**src/rtl/calc_port_responder.sv**
```systemverilog
// Single-port responder for the calculator request/response protocol.
// Optional rotate commands (cmd 3/4) are enabled by defining CALC_ROTATE_EN.
module calc_port_responder #(
  parameter int unsigned LATENCY = 3,
  parameter int unsigned SHAMT_W = 5
) (
  input  logic        c_clk,
  input  logic        reset,
  input  logic [3:0]  req_cmd_in,
  input  logic [31:0] req_data_in,
  output logic [1:0]  out_resp,
  output logic [31:0] out_data,
  output logic        busy,
  output logic        req_dropped
);

  localparam logic [1:0] ST_IDLE  = 2'd0;
  localparam logic [1:0] ST_OPND2 = 2'd1;
  localparam logic [1:0] ST_WAIT  = 2'd2;
  localparam logic [1:0] ST_RESP  = 2'd3;

  localparam logic [1:0] RESP_NONE    = 2'b00;
  localparam logic [1:0] RESP_OK      = 2'b01;
  localparam logic [1:0] RESP_OVF     = 2'b10;
  localparam logic [1:0] RESP_INVALID = 2'b11;

  localparam logic [3:0] CNT_INIT = 4'(LATENCY - 1);

  logic [1:0]  state;
  logic [3:0]  cnt;
  logic [3:0]  cmd_r;
  logic [31:0] op1_r;
  logic [1:0]  res_resp;
  logic [31:0] res_data;

  logic [32:0] sum;
  logic [31:0] shamt;
  logic [1:0]  calc_resp;
  logic [31:0] calc_data;
`ifdef CALC_ROTATE_EN
  logic [31:0] rot_amt;
`endif

  // Result is computed while operand2 is still on req_data_in.
  always_comb begin
    sum       = {1'b0, op1_r} + {1'b0, req_data_in};
    shamt     = 32'(req_data_in[SHAMT_W-1:0]);
    calc_resp = RESP_INVALID;
    calc_data = '0;
`ifdef CALC_ROTATE_EN
    rot_amt   = shamt & 32'd31;
`endif
    case (cmd_r)
      4'd1: begin
        if (sum[32]) begin
          calc_resp = RESP_OVF;
        end else begin
          calc_resp = RESP_OK;
          calc_data = sum[31:0];
        end
      end
      4'd2: begin
        if (req_data_in > op1_r) begin
          calc_resp = RESP_OVF;
        end else begin
          calc_resp = RESP_OK;
          calc_data = op1_r - req_data_in;
        end
      end
      4'd5: begin
        calc_resp = RESP_OK;
        calc_data = op1_r << shamt;
      end
      4'd6: begin
        calc_resp = RESP_OK;
        calc_data = op1_r >> shamt;
      end
`ifdef CALC_ROTATE_EN
      4'd3: begin
        calc_resp = RESP_OK;
        calc_data = (op1_r << rot_amt) | (op1_r >> (32'd32 - rot_amt));
      end
      4'd4: begin
        calc_resp = RESP_OK;
        calc_data = (op1_r >> rot_amt) | (op1_r << (32'd32 - rot_amt));
      end
`endif
      default: begin
        calc_resp = RESP_INVALID;
        calc_data = '0;
      end
    endcase
  end

  always_ff @(posedge c_clk) begin
    if (reset) begin
      state       <= ST_IDLE;
      cnt         <= '0;
      cmd_r       <= '0;
      op1_r       <= '0;
      res_resp    <= RESP_NONE;
      res_data    <= '0;
      out_resp    <= RESP_NONE;
      out_data    <= '0;
      req_dropped <= 1'b0;
    end else begin
      out_resp <= RESP_NONE;
      out_data <= '0;
      case (state)
        // The response cycle doubles as IDLE so back-to-back requests are accepted.
        ST_IDLE, ST_RESP: begin
          if (req_cmd_in != '0) begin
            cmd_r <= req_cmd_in;
            op1_r <= req_data_in;
            state <= ST_OPND2;
          end else begin
            state <= ST_IDLE;
          end
        end
        ST_OPND2: begin
          if (req_cmd_in != '0) req_dropped <= 1'b1;
          res_resp <= calc_resp;
          res_data <= calc_data;
          cnt      <= CNT_INIT;
          if (LATENCY == 1) begin
            out_resp <= calc_resp;
            out_data <= calc_data;
            state    <= ST_RESP;
          end else begin
            state <= ST_WAIT;
          end
        end
        ST_WAIT: begin
          if (req_cmd_in != '0) req_dropped <= 1'b1;
          cnt <= cnt - 4'd1;
          if (cnt == 4'd1) begin
            out_resp <= res_resp;
            out_data <= res_data;
            state    <= ST_RESP;
          end
        end
        default: state <= ST_IDLE;
      endcase
    end
  end

  assign busy = (state == ST_OPND2) || (state == ST_WAIT);

endmodule

```
**config.mk**
```make
export PLATFORM = sky130hd
export DESIGN_NAME = calc_port_responder
export DESIGN_NICKNAME = d
export VERILOG_FILES = /design/src/rtl/calc_port_responder.sv
export SDC_FILE = /design/constraint.sdc
export NUM_CORES = 1
export LEC_CHECK = 0
export CAP_MARGIN = 5
export CORE_ASPECT_RATIO = 0.5
export CORE_UTILIZATION = 45
export CTS_CLUSTER_SIZE = 20
export DETAILED_ROUTE_END_ITERATION = 16
export GPL_TIMING_DRIVEN = 0
export PLACE_DENSITY_LB_ADDON = 0.05
export SLEW_MARGIN = 40
export SYNTH_ARGS = -nofsm -noshare
export SYNTH_HDL_FRONTEND = slang
export SYNTH_SLANG_ARGS = --single-unit
export TNS_END_PERCENT = 1
```
**constraint.sdc**
```tcl
create_clock -name c_clk -period 5.7 [get_ports c_clk]
set_clock_uncertainty 0.15 [all_clocks]
set_input_delay 0.855 -clock c_clk [delete_from_list [all_inputs] [get_ports c_clk]]
set_output_delay 0.855 -clock c_clk [all_outputs]
set_load 0.02 [all_outputs]
```
==> metrics.md <==
| Metric | Value |
|---|---|
| Most common cell after layout, fill and taps aside | `nor2_1` |
| Post-synthesis sequential area ratio | `20.29%` |
| Internal power | `2238 µW` |
| Seq cells post-synth | `111` |
| Top FF cell, synth | `dfxtp_1` |
| Setup CP Type | `primary input to register` |
| Crit-path max cell delay | `0.83 ns` |
| Crit path DAT | `5.88 ns` |
| Num CTS Buffers | `9` |
| Slowest cell on the critical path | `clkdlybuf4s50_1` |
| Final Hold Viols | `0` |
| Die W | `222.7 µm` |
| Std-Cell Rows | `39` |
| Clock root buffer master | `clkbuf_16` |
| Post-synth EDFFs | `0` |
| Met1 usage | `58.00%` |
| Max-slew violations | `0` |
| Core area | `23320 µm²` |
| Iter 0 DRT Violations | `2039` |
| Post-synth top area share | `20.29%` |
| Seq pwr share | `23.6%` |
| Clock sinks | `111` |
| Pre-antenna DRT Iters | `8` |
| Cell taking the most area after synthesis | `dfxtp_1` |
| Worst skew pair latency | `0.41 ns` |
| Met3 usage | `24.16%` |
| Core Util, Final | `53.72%` |
| Grt peak-use layer | `met1` |
| Die ar. | `25010 µm²` |
| Detailed-route via count | `12.94k` |
| Pwr dens | `393.3 nW/µm²` |
| GP Congestion | `1.088` |
| Syn nets | `1536` |
| Placed cell count | `1810` |
| Leak Pwr | `0.004985 µW` |
| Sw frac | `54.58%` |
| Area contributors post-synth | `dfxtp_1 20%, mux4_2 9.0%, ha_1 8.0%` |
| RSZ-0062 raised after global routing | `false` |
| Clk pin slew, worst setup/hold paths | `0.09 ns` |
| VDD IR max | `0.4720 mV` |
| Synthesized instance count | `1426` |
| Setup-failing EPs final | `0` |
| CP endpoint kind | `register` |
| Worst hold path type | `register to register` |
| Placement Setup Slack | `-1.252 ns` |
| Area of the multi-input gates | `8089 µm²` |
| NumNets Final | `1626` |
| CTS Buffer Depth | `2` |
| GRT met2 Usage | `56.44%` |
| CP Launch Type | `primary input` |
| Layout cells sized above 1 | `10.39%` |
| Setup slack after layout | `0.02547 ns` |
| H-Tree Depth | `3` |
| Antenna Nets Post-Route | `0` |
| Status | `finished clean` |
| Hold Buf Count CTS | `0` |
| Area after DPL | `12130 µm²` |
| Max FO, Critical Path | `10` |
| Slew @ Worst Pin | `1.028 ns` |
| Post-route minimum period | `5.675 ns` |
| Largest net degree at the start of global routing | `22` |
| Most frequent cells in the layout | `162 x nor2_1, 147 x nand2_1, 135 x a21oi_1` |
| Synth unique cells | `85` |
| Starting Density | `46.96%` |
| Remaining DRCs | `0` |
| Final worst path period share | `99.55%` |
| Final non-filler cell total | `1828` |
| # IOs | `74` |
| All-layer global routing usage | `43.36%` |
| First-pass GRT wire length | `78450 µm` |
| Max-Cap Viols | `0` |
| Number of port buffers | `73` |
| Vias per inst | `7.080` |
| Mean Syn Cell Area | `7.682 µm²` |
| Routed WL per cell | `29.98 µm` |
| Clock Power Share | `13.8%` |
| Reg area | `2222 µm²` |
| Crit path cell chain | `clkdlybuf4s50_1, clkinvlp_4, clkbuf_2, ha_1, buf_4, o211a_1, o31ai_2, a211oi_4, o21ai_2, or4_4, a21oi_2, buf_2, a211oi_1, o21ai_1, a22o_1` |
| Fillers | `2212` |
| F_max | `0.1762 GHz` |
| Post-Synthesis Cell Area | `10950 µm²` |
| Antenna violations before repair | `4` |
| Syn-to-layout area delta | `14.38%` |
| Combinational power share | `62.7%` |
| Max-Slew Margin vs Limit | `30.76%` |
| ANT cells | `0` |
| Post-layout instance area | `12530 µm²` |
| Switching pwr | `2690 µW` |
| Die boundary height | `112.3 µm` |
| DP HPWL | `42820 µm` |
| CTS tree | `yes` |
| Ys async rst share | `0%` |
| Final wirelength | `54810 µm` |
| Number of global-route vias before repair | `11.84k` |
| Total congestion overflow | `0` |
| Syn. warnings | `0` |
| WP data required | `5.91 ns` |
-- worst max-delay path, delay by kind of cell --
kind | cells | cell delay, ns
simple gates | 1 | 0.59
fa+ha+maj | 1 | 0.36
buf+inv | 5 | 1.95
compound gates | 8 | 2.10
-- through the flow --
step,TNS [ns],hold slack [ns],total power [µW]
2_1_floorplan,0,0.2667,2993
3_3_place_gp,-41.10,0.2766,3930
3_5_place_dp,-30.16,0.2879,4011
4_1_cts,0,0.3049,4706
5_1_grt,0,0.3339,5109
6_report,0,0.2976,4928
-- layout make-up --
cell class	count	area share (%)
plain buffers	101	3.805
clock buffers	9	1.797
clock inverters	7	0.5792
inverters	73	2.247
multi-input cells	1140	64.56
flip-flops and latches	111	17.74
well taps	307	3.066
repair buffers	80	6.211
-- cell usage after synthesis (all sizes together), types with 11 or more instances --
cell / count
a22oi: 16
nor2b: 11
nand2b: 23
a221o: 13
ha: 70
a22o: 15
and2: 40
a221oi: 13
mux2i: 55
inv: 72
or3: 13
dfxtp: 111
a21o: 24
nand2: 147
o22ai: 16
o21ai: 85
a21oi: 137
o31ai: 13
buf: 44
mux4: 44
nor4: 15
nor3: 25
nand4: 14
nand3: 23
o221ai: 16
nor2: 166
a211oi: 16
clkbuf: 58
-- flip-flops by register name, summed over array words and instances, names as in the netlist --
register	count
out_data	32
op1_r	32
out_resp	2
cnt	4
req_dropped	1
res_resp	2
cmd_r	4
res_data	32
state	2
-- timing repair --
| action | in CTS | in global routing |
|---|---|---|
| gates cloned | 0 | 0 |
| endpoints found under the setup margin | 33 | 14 |
| pin swaps | 1 | 1 |
| hold endpoints to repair | 0 | 0 |
| resized for setup | 11 | 8 |
| setup buffers | 2 | 0 |
-- cell families after synthesis --
family	count (synthesis)	share of synthesized area (%)
simple gates	500	21.19
compound gates	454	28.02
buf+inv	175	6.670
flops	111	20.29
mux	108	15.00
fa+ha+maj	72	8.361
xor+xnor	6	0.4797
-- worst paths after layout --
| kind | slack, ns | to | from | cells past startpoint |
|---|---|---|---|---|
| worst max-delay path | 0.03 | res_data[24]$_SDFFE_PP0N_ | req_data_in[3] | 15 |
| worst min-delay path | 0.30 | out_data[9]$_SDFF_PP0_ | res_data[9]$_SDFFE_PP0N_ | 1 |
| worst max register to register | 0.96 | res_data[29]$_SDFFE_PP0N_ | op1_r[19]$_SDFFE_PP0P_ | 10 |
| worst min register to register | 0.30 | out_data[9]$_SDFF_PP0_ | res_data[9]$_SDFFE_PP0N_ | 1 |
-- routing by layer --
metal	part of all wire, %	up-vias	wire [µm]
met4	4.0	12	2195
met1	41	6254	22280
li1	-	5437	-
met2	37	1042	20260
met3	18	198	9912
met5	0.29	-	161
-- power by group through the flow --
stage          Combinational, µW  Sequential [µW]  Clock [µW]
6_report                    3090             1160         679
5_1_grt                     3240             1170         705
4_1_cts                     2890             1140         678
3_5_place_dp                2860             1150           0
3_3_place_gp                2790             1140           0
2_1_floorplan               1950             1050           0
(Power assumes the default switching activity.)
